===== config.mk =====
export PLATFORM = sky130hd
export DESIGN_NAME = spi_slv
export DESIGN_NICKNAME = d
export VERILOG_FILES = /design/src/rtl/spi_slv.sv
export SDC_FILE = /design/constraint.sdc
export NUM_CORES = 1
export LEC_CHECK = 0
export CAP_MARGIN = 20
export CORE_AREA = 2 2 74 83
export CTS_CLUSTER_DIAMETER = 50
export CTS_CLUSTER_SIZE = 24
export DETAILED_ROUTE_END_ITERATION = 7
export DIE_AREA = 0 0 76 85
export GPL_TIMING_DRIVEN = 1
export PLACE_DENSITY = 0.85
export SYNTH_ARGS = -nofsm -noshare
export SYNTH_HDL_FRONTEND = slang
export SYNTH_SLANG_ARGS = --single-unit
export TNS_END_PERCENT = 30

===== constraint.sdc =====
create_clock -name clk -period 1.8 [get_ports clk]
set_input_delay 0.18 -clock clk [delete_from_list [all_inputs] [get_ports clk]]
set_output_delay 0.18 -clock clk [all_outputs]
set_load 0.05 [all_outputs]

===== src/rtl/spi_slv.sv =====
// 16-bit SPI mode-0 slave: oversampled in the clk domain, MSB-first, full duplex.
// Optional SPI_SLV_MISO_TRISTATE_EN releases MISO to high-Z while SS_n is high.
`timescale 1ns/1ps
module spi_slv (
  input  logic        clk,
  input  logic        rst_n,
  input  logic [15:0] tx_data,
  input  logic        wrt,
  input  logic        SS_n,
  input  logic        SCLK,
  input  logic        MOSI,
  output logic        MISO,
  output logic [15:0] cmd_rcvd,
  output logic        cmd_rdy,
  output logic        rsp_rdy
);

  localparam int unsigned WORD_W = 16;
  localparam int unsigned CNT_W  = 5;
  localparam logic [CNT_W-1:0] BITS_FULL = CNT_W'(WORD_W);

  logic              ss_ff1, ss_ff2, ss_ff3;
  logic              sclk_ff1, sclk_ff2, sclk_ff3;
  logic              mosi_ff1, mosi_ff2;
  logic              mosi_hold;
  logic [WORD_W-1:0] tx_buf;
  logic [WORD_W-1:0] shift;
  logic [CNT_W-1:0]  bit_cnt;

  logic ss_fall_c, ss_rise_c, ss_low_c, sclk_rise_c, sclk_fall_c, frame_full_c;

  // Two-flop synchronizers; a third stage on SS_n/SCLK for edge detection
  always_ff @(posedge clk or negedge rst_n) begin
    if (!rst_n) begin
      {ss_ff3, ss_ff2, ss_ff1}       <= 3'b111;
      {sclk_ff3, sclk_ff2, sclk_ff1} <= 3'b000;
      {mosi_ff2, mosi_ff1}           <= 2'b00;
    end else begin
      {ss_ff3, ss_ff2, ss_ff1}       <= {ss_ff2, ss_ff1, SS_n};
      {sclk_ff3, sclk_ff2, sclk_ff1} <= {sclk_ff2, sclk_ff1, SCLK};
      {mosi_ff2, mosi_ff1}           <= {mosi_ff1, MOSI};
    end
  end

  always_comb begin
    ss_fall_c    = ss_ff3 & ~ss_ff2;
    ss_rise_c    = ~ss_ff3 & ss_ff2;
    ss_low_c     = ~ss_ff2;
    sclk_rise_c  = ~sclk_ff3 & sclk_ff2;
    sclk_fall_c  = sclk_ff3 & ~sclk_ff2;
    frame_full_c = (bit_cnt == BITS_FULL);
  end

  // Transmit buffer and response-pending flag; wrt wins over a coincident frame start
  always_ff @(posedge clk or negedge rst_n) begin
    if (!rst_n) begin
      tx_buf  <= '0;
      rsp_rdy <= 1'b0;
    end else begin
      if (wrt) tx_buf <= tx_data;
      if (wrt)            rsp_rdy <= 1'b1;
      else if (ss_fall_c) rsp_rdy <= 1'b0;
    end
  end

  // Shift register, MOSI holding flop and saturating bit counter.
  // The fall after the 16th rise (SCLK returning to idle) must not shift:
  // bit 16 is supplied from the holding flop at frame end instead.
  always_ff @(posedge clk or negedge rst_n) begin
    if (!rst_n) begin
      shift     <= '0;
      bit_cnt   <= '0;
      mosi_hold <= 1'b0;
    end else if (ss_fall_c) begin
      shift   <= tx_buf;
      bit_cnt <= '0;
    end else if (ss_low_c) begin
      if (sclk_rise_c) begin
        mosi_hold <= mosi_ff2;
        if (!frame_full_c) bit_cnt <= bit_cnt + CNT_W'(1);
      end
      if (sclk_fall_c && !frame_full_c)
        shift <= {shift[WORD_W-2:0], mosi_hold};
    end
  end

  // Command capture on frame end; short frames are dropped
  always_ff @(posedge clk or negedge rst_n) begin
    if (!rst_n) begin
      cmd_rcvd <= '0;
      cmd_rdy  <= 1'b0;
    end else if (ss_fall_c) begin
      cmd_rdy <= 1'b0;
    end else if (ss_rise_c && frame_full_c) begin
      cmd_rcvd <= {shift[WORD_W-2:0], mosi_hold};
      cmd_rdy  <= 1'b1;
    end
  end

`ifdef SPI_SLV_MISO_TRISTATE_EN
  assign MISO = SS_n ? 1'bz : shift[WORD_W-1];
`else
  assign MISO = SS_n ? 1'b0 : shift[WORD_W-1];
`endif

endmodule


==> impl_results.md, run 1 <==
- Run status: complete, no violations
- Number of optimization iterations in the first detailed-route pass: 5
- Max frequency: 593 MHz
- Total Nets Final: 283
- CP startpoint kind: register
- Initial antenna violation count: 0
- Gate count after technology mapping: 211
- Area of the mapped netlist: 2640 sq um
- Die span in y: 85 microns
- Number of buffers added by the clock tree synthesis step: 9
- Root buffer cell: clkbuf_8
- Setup repair after global routing missed its margin: no
- Transition at the pin with the smallest max-transition slack: 498 ps
- Cell class contributing the biggest share of worst-path delay: buffers and inverters
- Sum of net half-perimeters after detailed placement: 3600 microns
- Crit path buffers/inverters: 1
- Power share of the sequential group: 0.520
- Die outline width: 76 microns
- Setup Fix Bufs, Post-CTS: 0
- P_leak: 1.46 nW
- Sinks on Clock Net: 64
- Io pins: just over 40
- Top cell type's share of synthesized area: 0.578
- CP Max Fanout: 2
- Die ar.: 6460 sq um
- Mean cell area of the mapped netlist: 12.5 sq um
- Post-DR wirelength/cell: 15.0 microns
- Initial core utilization: 0.470
- Library cell contributing the largest single delay on the critical path: clkdlybuf4s50_1
- Final critical-path share of the clock period: 0.936
- Synth area leader: dfrtp_1
- Crit path cell chain: clkdlybuf4s50_1
- Maximum number of buffers from clock root to sink: 2
- Avg Vias per Cell: 5.33
- Dominant cells by area after synthesis: dfrtp_1, mux2_2, o211ai_1, nand2_1, dfstp_2
- Placed cell area: 3180 sq um
- Data required time of the worst path: 1620 ps
- Ys Warns: 0
- Number of H-tree branching levels: 3
- Maximum clock skew at final layout: 6.50 ps
- Fraction of layout instances using a drive strength above 1: 0.235
- Remaining global-route overflow: 0
- Layout area overhead: 28.4%
- Share of the core filled with cells in the final layout: 0.603
- Worst skew pair latency: 330 ps
- RePlAce Congestion: between 0.8 and 0.9
- Area of all placed cells without fillers: 3390 sq um
- Max Transition Viols Final: 0
- Number of register bits inferred by synthesis: 64
- Number of remaining DRC errors: 0
- Syn nets: about 240
- Data arrival time of the critical path: 1510 ps
- Total negative setup slack: 0 ps
- Proportion of power drawn by the clock network: 0.380
- Maximum number of pins on one net before global-route repair: 65
- Switching share of power: 0.234
- Class of the most critical hold timing path: in -> reg
- Worst vdd ir: ~0.00075 V
- Final setup vio count: 0
- Wire length after detailed routing: around 5100 microns
- Placement row count: 29
- Via count of the first global-routing pass: 1771
- Overall Global Routing Usage: 0.171
- Iter 0 DRT Violations: 96
- TritonCTS clock tree: done
- Port buffer count: 40
- Number of antenna repair diodes: 0
- First-pass GRT wire length: 8540 microns
- Endpoints failing hold: 0
- Net switching power figure: 747 uW
- Filler instances: 443
- Max-slew headroom at the worst pin: 0.667
- Placeable core area: 5620 sq um
- Via Count: 1816
- Nature of the critical path endpoint: output port
- Total internal power: 2.45 mW
- Clock transition time at the flip-flop clock pins of the worst setup and hold paths: 60 ps
- Share of synthesized area occupied by flip-flops and latches: 0.608
- Post-synth cell types: 25
- Pwr/cell area: about 940 nW/um^2
- Type of the setup path with the least slack: reg -> out
- Post-layout minimum cycle time: 1690 ps
- Slowest Stage Delay on Critical Path: 810 ps
- Relative contribution of combinational cells to total power: 0.100
- Remaining number of nets flagged by the antenna check after routing: 0
- Maxcap violations: 0
-- through the flow --
step                      total power [mW]  hold WS, ps  std cells  setup WS [ps]
final                                 3.19          283        341            114
after global routing                  3.34          279        341           47.9
after CTS                             3.23          264        341           85.6
after detailed placement              2.00          216        324            164
after global placement                1.98          214        324            227
after floorplan                       1.84         -116        211            124
-- registers in the layout, indices dropped and copies added (netlist names) --
register   cells
tx_buf        16
shift         16
ss_ff3         1
sclk_ff1       1
rsp_rdy        1
ss_ff1         1
ss_ff2         1
sclk_ff3       1
cmd_rcvd      16
mosi_hold      1
cmd_rdy        1
mosi_ff1       1
bit_cnt        5
mosi_ff2       1
sclk_ff2       1
-- path summary, 6_finish.rpt --
check                                            to  slack, ps  depth (start not counted)                startpoint
setup / recovery                       cmd_rcvd[13]        110                          1  cmd_rcvd[13]$_DFFE_PN0P_
hold / removal                   sclk_ff1$_DFF_PN0_        280                          1                      SCLK
setup reg to reg           cmd_rcvd[10]$_DFFE_PN0P_        150                          6    bit_cnt[0]$_DFFE_PN0P_
hold reg to reg                  sclk_ff2$_DFF_PN0_        350                          0        sclk_ff1$_DFF_PN0_
max in group asynchronous          ss_ff3$_DFF_PN1_       1130                          3                     rst_n
min in group asynchronous    bit_cnt[4]$_DFFE_PN0P_        380                          3                     rst_n
-- placed cells by master (no fill, tap or decap), types with 5 or more instances in the layout --
| master | n |
|---|---|
| dfrtp_1 | 61 |
| clkdlybuf4s50_1 | 38 |
| nand2_1 | 35 |
| mux2_2 | 33 |
| o211ai_1 | 31 |
| clkbuf_8 | 11 |
| buf_4 | 7 |
| o21ai_0 | 5 |
| a21oi_1 | 5 |
-- power by group through the flow --
stage          Sequential [mW]  Combinational (mW)  Clock, mW
3_3_place_gp              1.67               0.307          0
2_1_floorplan             1.65               0.189          0
6_report                  1.66               0.321       1.21
4_1_cts                   1.66               0.324       1.25
5_1_grt                   1.67               0.357       1.31
3_5_place_dp              1.68               0.321          0
-- area by class of cell --
| class | count | area [sq um] | area share |
|---|---|---|---|
| Clock buffer | 14 | 163 | 0.0480 |
| Sequential cell | 64 | 1610 | 0.473 |
| Timing Repair Buffer | 50 | 508 | 0.150 |
| Multi-Input combinational cell | 131 | 970 | 0.286 |
| Tap cell | 77 | 96.3 | 0.0284 |
| Clock inverter | 2 | 37.5 | 0.0111 |
| Inverter | 3 | 11.3 | 0.00332 |
-- cells in the mapped netlist --
cell	number
a21o_1	1
a21oi_1	5
and4bb_1	1
buf_2	5
clkbuf_1	8
dfrtp_1	61
dfstp_2	3
ha_1	2
inv_1	3
mux2_2	33
nand2_1	35
nand2b_1	1
nand2b_4	1
nand3_1	2
nand3b_2	1
nand4bb_1	2
nor2_1	2
nor2b_1	2
nor3b_1	1
o211ai_1	31
o21ai_0	5
or3_1	2
or3b_1	2
or4_1	1
or4b_1	1
-- cells by family after synthesis --
family,after synthesis,share of synthesized area
fa+ha+maj,2,0.00947
simple gates,54,0.107
mux,33,0.141
flops,64,0.608
buf+inv,16,0.0251
compound gates,42,0.110
-- metal layers --
metal / track usage / wire length (microns) / vias to the layer above
met5: 0 / 0 / -
met4: 0.0992 / 58 / 0
met3: 0.0500 / 211 / 6
met2: 0.261 / 2510 / 53
met1: 0.222 / 2330 / 904
li1: - / - / 853
-- repair_timing --
item / CTS / global route
resized for setup: 0 / 0
hold endpoints to repair: 61 / 0
endpoints found under the setup margin: 0 / 0
hold buffers: 1 / 0
Note: power is estimated with default switching activity, not from simulation.
==> inputs of run 2 (changes only) <==
Settings changed: CTS_CLUSTER_DIAMETER 50 to 150, PLACE_DENSITY 0.85 to 0.74.
==> run 2 against run 1 <==
Total power shrank 5.7%. Final cell count grew 0.29%. Hold slack worse by 2.7 ps. Combinational power fell by 2%. Register-to-register slack improved by 20 ps. Global-route usage decreased by 0.38 points. Non-clock buffer count grew 1. Clock-buffer cell count decreased by 2. Sequential share of layout area increased by 0.53 points.
==> impl_results.md, run 2 (synthesized netlist as in run 1, its figures left out) <==
- Final setup vio count: 0 (unchanged)
- Maxcap violations: 0 (unchanged)
- Data arrival time of the critical path: 1500 ps (about the same)
- Top Registers: cmd_rcvd (16), shift (16), tx_buf (16)
- Most common library cell in the layout ignoring fill and taps: dfrtp_1
- Io pins: 41 (unchanged)
- Post-DR wirelength/cell: 14.1 microns (-5.7%)
- Via count of the first global-routing pass: 1730 (-2.3%)
- Maximum clock skew at final layout: 6.46 ps (-0.0433 ps)
- Initial antenna violation count: 0 (unchanged)
- Worst vdd ir: 0.000507 V (-33%)
- Setup Fix Bufs, Post-CTS: 0 (unchanged)
- Number of buffers added by the clock tree synthesis step: 9 (unchanged)
- Class of the most critical hold timing path: in -> reg
- Library cell contributing the largest single delay on the critical path: clkdlybuf4s50_1
- Wire length after detailed routing: 4830 microns (-5.4%)
- Sum of net half-perimeters after detailed placement: 3490 microns (-3.1%)
- Layout area overhead: 27.0%
- Endpoints failing hold: 0 (unchanged)
- P_leak: 1.45 nW (-0.72%)
- RePlAce Congestion: 0.828 (-2.2%)
- Number of remaining DRC errors: 0 (unchanged)
- First-pass GRT wire length: 8280 microns (-3.0%)
- Via Count: 1778 (-2.1%)
- Number of H-tree branching levels: 3 (unchanged)
- Share of the core filled with cells in the final layout: 0.596 (-0.00667)
- CP Max Fanout: 2 (unchanged)
- Type of the setup path with the least slack: reg -> out
- Crit path cell chain: clkdlybuf4s50_1
- Final critical-path share of the clock period: 0.935 (-0.00142)
- Overall Global Routing Usage: 0.168 (-0.00379)
- Max-slew headroom at the worst pin: 0.670 (+0.00269)
- Max Transition Viols Final: 0 (unchanged)
- TritonCTS clock tree: done
- Hold WS: 280 ps (-2.65 ps)
- Post-layout minimum cycle time: 1680 ps (-2.55 ps)
- Fraction of layout instances using a drive strength above 1: 0.242 (+0.00666)
- Total placed cells including tap cells: 325 (+0.31%)
- Transition at the pin with the smallest max-transition slack: 494 ps (-4.03 ps)
- Port buffer count: 40 (unchanged)
- Filler instances: 489 (+10%)
- Root buffer cell: clkbuf_8
- CP startpoint kind: register
- Iter 0 DRT Violations: 108 (+13%)
- Maximum number of pins on one net before global-route repair: 39 (-40%)
- Slowest Stage Delay on Critical Path: 800 ps (about the same)
- Nature of the critical path endpoint: output port
- Number of antenna repair diodes: 0 (unchanged)
- Initial core utilization: 0.470 (unchanged)
- Maximum number of buffers from clock root to sink: 2 (unchanged)
- Placeable core area: 5620 sq um (unchanged)
- Clock transition time at the flip-flop clock pins of the worst setup and hold paths: 70 ps (about the same)
- Pwr/cell area: 898 nW/um^2 (-4.7%)
- Run status: complete, no violations
- Die outline width: 76 microns (unchanged)
- Die span in y: 85 microns (unchanged)
- Remaining global-route overflow: 0 (unchanged)
- Max frequency: 594 MHz (+0.15%)
- Commonest non-fill, non-tap cells in the layout: dfrtp_1, clkdlybuf4s50_1, nand2_1, mux2_2, o211ai_1
- Worst skew pair latency: 340 ps (about the same)
- Placement row count: 29 (unchanged)
- Die ar.: 6460 sq um (unchanged)
- Crit path buffers/inverters: 1 (unchanged)
- Remaining number of nets flagged by the antenna check after routing: 0 (unchanged)
- Cell class contributing the biggest share of worst-path delay: buffers and inverters
- Layout Cells excl Fill: 342 (+0.29%)
- Number of optimization iterations in the first detailed-route pass: 4 (-1)
- Data required time of the worst path: 1620 ps (about the same)
- Setup repair after global routing missed its margin: no
- Total negative setup slack: 0 ps (unchanged)
- Total Nets Final: 284 (+0.35%)
- Sinks on Clock Net: 64 (unchanged)
- Avg Vias per Cell: 5.20 (-2.4%)
-- run 2: changes by cell type in the layout (fill, tap and decap cells not counted), sizes merged --
cell and delta:
buf +1, bufinv -1, clkbuf -2, clkinv +3
-- run 2: path summary, 6_finish.rpt --
| kind | to | startpoint | cells after the start | slack, ps |
|---|---|---|---|---|
| max | cmd_rcvd[12] | cmd_rcvd[12]$_DFFE_PN0P_ | 1 | 120 |
| min | mosi_ff1$_DFF_PN0_ | MOSI | 1 | 280 |
| max reg2reg | shift[0]$_DFFE_PN0P_ | bit_cnt[0]$_DFFE_PN0P_ | 5 | 170 |
| min reg2reg | sclk_ff2$_DFF_PN0_ | sclk_ff1$_DFF_PN0_ | 0 | 350 |
| max in group asynchronous | ss_ff2$_DFF_PN1_ | rst_n | 3 | 1010 |
| min in group asynchronous | shift[7]$_DFFE_PN0P_ | rst_n | 3 | 380 |
-- run 2: per-layer routing --
metal,share of wire,GRT usage
met1,0.48,0.229
met2,0.44,0.245
met3,0.051,0.0330
met4,0.023,0.114
met5,0,0
-- run 2: worst reg2reg max path, stage by stage, from the launching register on --
cell	delay, ps
dfrtp_1	380
inv_1	70
ha_1	200
and4bb_1	240
or4b_1	530
o211ai_1	120
-- run 2: repair_timing --
action,4_1_cts,5_1_grt
endpoints found under the setup margin,0,0
hold buffers,1,0
resized for setup,0,0
hold endpoints to repair,61,0
-- run 2: where the power goes --
part	switching (mW)	internal, mW	leakage [nW]
logic	0.147	0.166	0.558
clock network	0.514	0.530	0.0861
registers	0.0925	1.56	0.805
total	0.754	2.26	1.45
-- run 2: metrics by stage --
| step | instance area (sq um) | setup slack (ps) | power, mW |
|---|---|---|---|
| final | 3350 | 117 | 3.01 |
| after global routing | 3350 | 69.8 | 3.15 |
| after CTS | 3350 | 100 | 3.04 |
| after detailed placement | 3180 | 166 | 2.00 |
| after global placement | 3180 | 226 | 1.98 |
| after floorplan | 2640 | 124 | 1.84 |
-- run 2: layout make-up --
cell class	instances	area (sq um)	area share
repair buffers	51	503	0.150
multi-input cells	131	970	0.289
flip-flops and latches	64	1610	0.479
clock buffers	12	145	0.0433
inverters	3	11.3	0.00336
well taps	77	96.3	0.0287
clock inverters	4	22.5	0.00672
==> inputs of run 3 (changes only) <==
Settings changed: CORE_AREA 2 2 74 83 to 2 2 68 77, DIE_AREA 0 0 76 85 to 0 0 70 79, PLACE_DENSITY 0.74 to 0.82.
Clock period 1.8 ns to 2.1 ns, I/O delays scaled along.
==> run 3 against run 2 <==
Die area fell by 14%. Clock power decreased by 18%. First-iteration DRC count rose by 4.6%. Total power fell by 16%. Final cell count down 6.7%.
==> impl_results.md, run 3 (synthesized netlist as in run 1, its figures left out) <==
- Power share of the sequential group: 0.560 (+0.011)
- Initial core utilization: 0.551 (+0.0810)
- Filler instances: 358 (-27%)
- Net switching power figure: 611 uW (-19%)
- Library cell contributing the largest single delay on the critical path: dfrtp_1
- Relative contribution of combinational cells to total power: 0.105 (about the same)
- Number of H-tree branching levels: 3 (unchanged)
- Final setup vio count: 0 (unchanged)
- Io pins: 41 (unchanged)
- Die span in y: 79 microns (-7.1%)
- Maximum clock skew at final layout: 5.11 ps (-1.35 ps)
- Number of buffers added by the clock tree synthesis step: 9 (unchanged)
- Switching share of power: 0.241 (-0.00915)
- Post-layout minimum cycle time: approximately 1800 ps
- Maximum number of buffers from clock root to sink: 2 (unchanged)
- Number of remaining DRC errors: 0 (unchanged)
- Endpoints failing hold: 0 (unchanged)
- Maxcap violations: 0 (unchanged)
- Overall Global Routing Usage: 0.206 (+0.0379)
- Wire length after detailed routing: 5000 microns (+3.6%)
- Clock transition time at the flip-flop clock pins of the worst setup and hold paths: 60 ps (about the same)
- Type of the setup path with the least slack: reg -> reg
- Sum of net half-perimeters after detailed placement: 3400 microns (-2.5%)
- Port buffer count: 40 (unchanged)
- Data arrival time of the critical path: 2030 ps (+530 ps)
- Nature of the critical path endpoint: register
- Remaining global-route overflow: 0 (unchanged)
- Layout Cells excl Fill: 319 (-6.7%)
- Initial antenna violation count: 0 (unchanged)
- Remaining number of nets flagged by the antenna check after routing: 0 (unchanged)
- Class of the most critical hold timing path: in -> reg
- Total negative setup slack: 0 ps (unchanged)
- Max frequency: 549 MHz
- Number of antenna repair diodes: 0 (unchanged)
- Hold WS: 316 ps (+35.9 ps)
- Data required time of the worst path: 2310 ps (+690 ps)
- Max-slew headroom at the worst pin: 0.603 (-0.0670)
- Via count of the first global-routing pass: 1838 (+6.2%)
- Layout area overhead: 24.5%
- Worst vdd ir: 0.000490 V (-3.4%)
- Run status: complete, no violations
- Top Registers: cmd_rcvd (16), shift (16), tx_buf (16)
- Final critical-path share of the clock period: 0.867
- TritonCTS clock tree: done
- Tot Pwr: 2.53 mW (-16%)
- Crit path buffers/inverters: 1 (unchanged)
- Number of optimization iterations in the first detailed-route pass: 4 (unchanged)
- Total placed cells including tap cells: 304 (-6.5%)
- Die outline width: 70 microns (-7.9%)
- Multi-input gate area in the final layout: 970 sq um (unchanged)
- Most common library cell in the layout ignoring fill and taps: dfrtp_1
- Pwr/cell area: 771 nW/um^2 (-14%)
- Worst skew pair latency: 330 ps (about the same)
- Total internal power: 1.92 mW (-15%)
- First-pass GRT wire length: 8630 microns (+4.2%)
- Max Transition Viols Final: 0 (unchanged)
- FF/Latch Area: 1610 sq um (unchanged)
- Setup repair after global routing missed its margin: no
- Die ar.: 5530 sq um (-14%)
- P_leak: 1.43 nW (-1.4%)
- Crit path cell chain: inv_1, ha_1, and4bb_1, nand3b_2, mux2_2
- Via Count: 1787 (+0.51%)
- Placeable core area: 4800 sq um (-15%)
- Total Nets Final: 282 (-0.70%)
- Commonest non-fill, non-tap cells in the layout: dfrtp_1, clkdlybuf4s50_1, nand2_1, mux2_2, o211ai_1
- Proportion of power drawn by the clock network: 0.335 (-0.012)
- RePlAce Congestion: 0.833 (+0.70%)
- Avg Vias per Cell: 5.60 (+7.8%)
- CP startpoint kind: register
- Slowest Stage Delay on Critical Path: 420 ps (-380 ps)
- Iter 0 DRT Violations: 113 (+4.6%)
- CP Max Fanout: 17 (+15)
- Placement row count: 27 (-6.9%)
- Sinks on Clock Net: 64 (unchanged)
- Cell class contributing the biggest share of worst-path delay: simple AND/OR/NAND/NOR gates
- Share of the core filled with cells in the final layout: 0.685 (+0.0892)
- Maximum number of pins on one net before global-route repair: 33 (-15%)
- Post-DR wirelength/cell: 15.7 microns (+11%)
- Root buffer cell: clkbuf_8
- Transition at the pin with the smallest max-transition slack: 596 ps (+102 ps)
- Fraction of layout instances using a drive strength above 1: 0.226 (-0.0155)
-- run 3: path summary, 6_finish.rpt --
check | from | end | slack [ps] | depth (start not counted)
setup / recovery | bit_cnt[0]$_DFFE_PN0P_ | cmd_rcvd[15]$_DFFE_PN0P_ | 280 | 5
hold reg to reg | mosi_ff1$_DFF_PN0_ | mosi_ff2$_DFF_PN0_ | 350 | 0
max in group asynchronous | rst_n | cmd_rcvd[15]$_DFFE_PN0P_ | 1070 | 3
setup reg to reg | bit_cnt[0]$_DFFE_PN0P_ | cmd_rcvd[15]$_DFFE_PN0P_ | 280 | 5
min in group asynchronous | rst_n | sclk_ff1$_DFF_PN0_ | 420 | 2
hold / removal | MOSI | mosi_ff1$_DFF_PN0_ | 320 | 1
-- run 3: repair_timing --
| action | CTS | global route |
|---|---|---|
| endpoints found under the hold margin | 21 | 0 |
| setup buffers | 0 | 0 |
| gates resized for setup | 0 | 0 |
| hold buffers | 1 | 0 |
-- run 3: final cells by class --
class	instances	area share
Clock buffer	13	0.0453
Sequential cell	64	0.488
Tap cell	58	0.0221
Inverter	3	0.00342
Multi-Input combinational cell	131	0.295
Clock inverter	1	0.00152
Timing Repair Buffer	49	0.145
-- run 3: per-layer routing --
layer	global-route usage	routed length, microns
met5	0	0
met4	0.110	74
met3	0.0419	202
met2	0.320	2440
met1	0.274	2290
-- run 3: stage by stage --
| step | setup slack [ps] | instance area, sq um |
|---|---|---|
| after global routing | 154 | 3290 |
| after detailed placement | 266 | 3120 |
| final | 280 | 3290 |
| after global placement | 342 | 3120 |
| after CTS | 256 | 3290 |
| after floorplan | 424 | 2640 |
-- run 3: power groups by stage --
stage	clock [mW]	combinational [mW]	sequential [mW]
floorplan	0	0.162	1.41
global placement	0	0.257	1.43
CTS	0.876	0.270	1.42
finish	0.850	0.266	1.42
detailed placement	0	0.265	1.44
global route	0.921	0.300	1.43
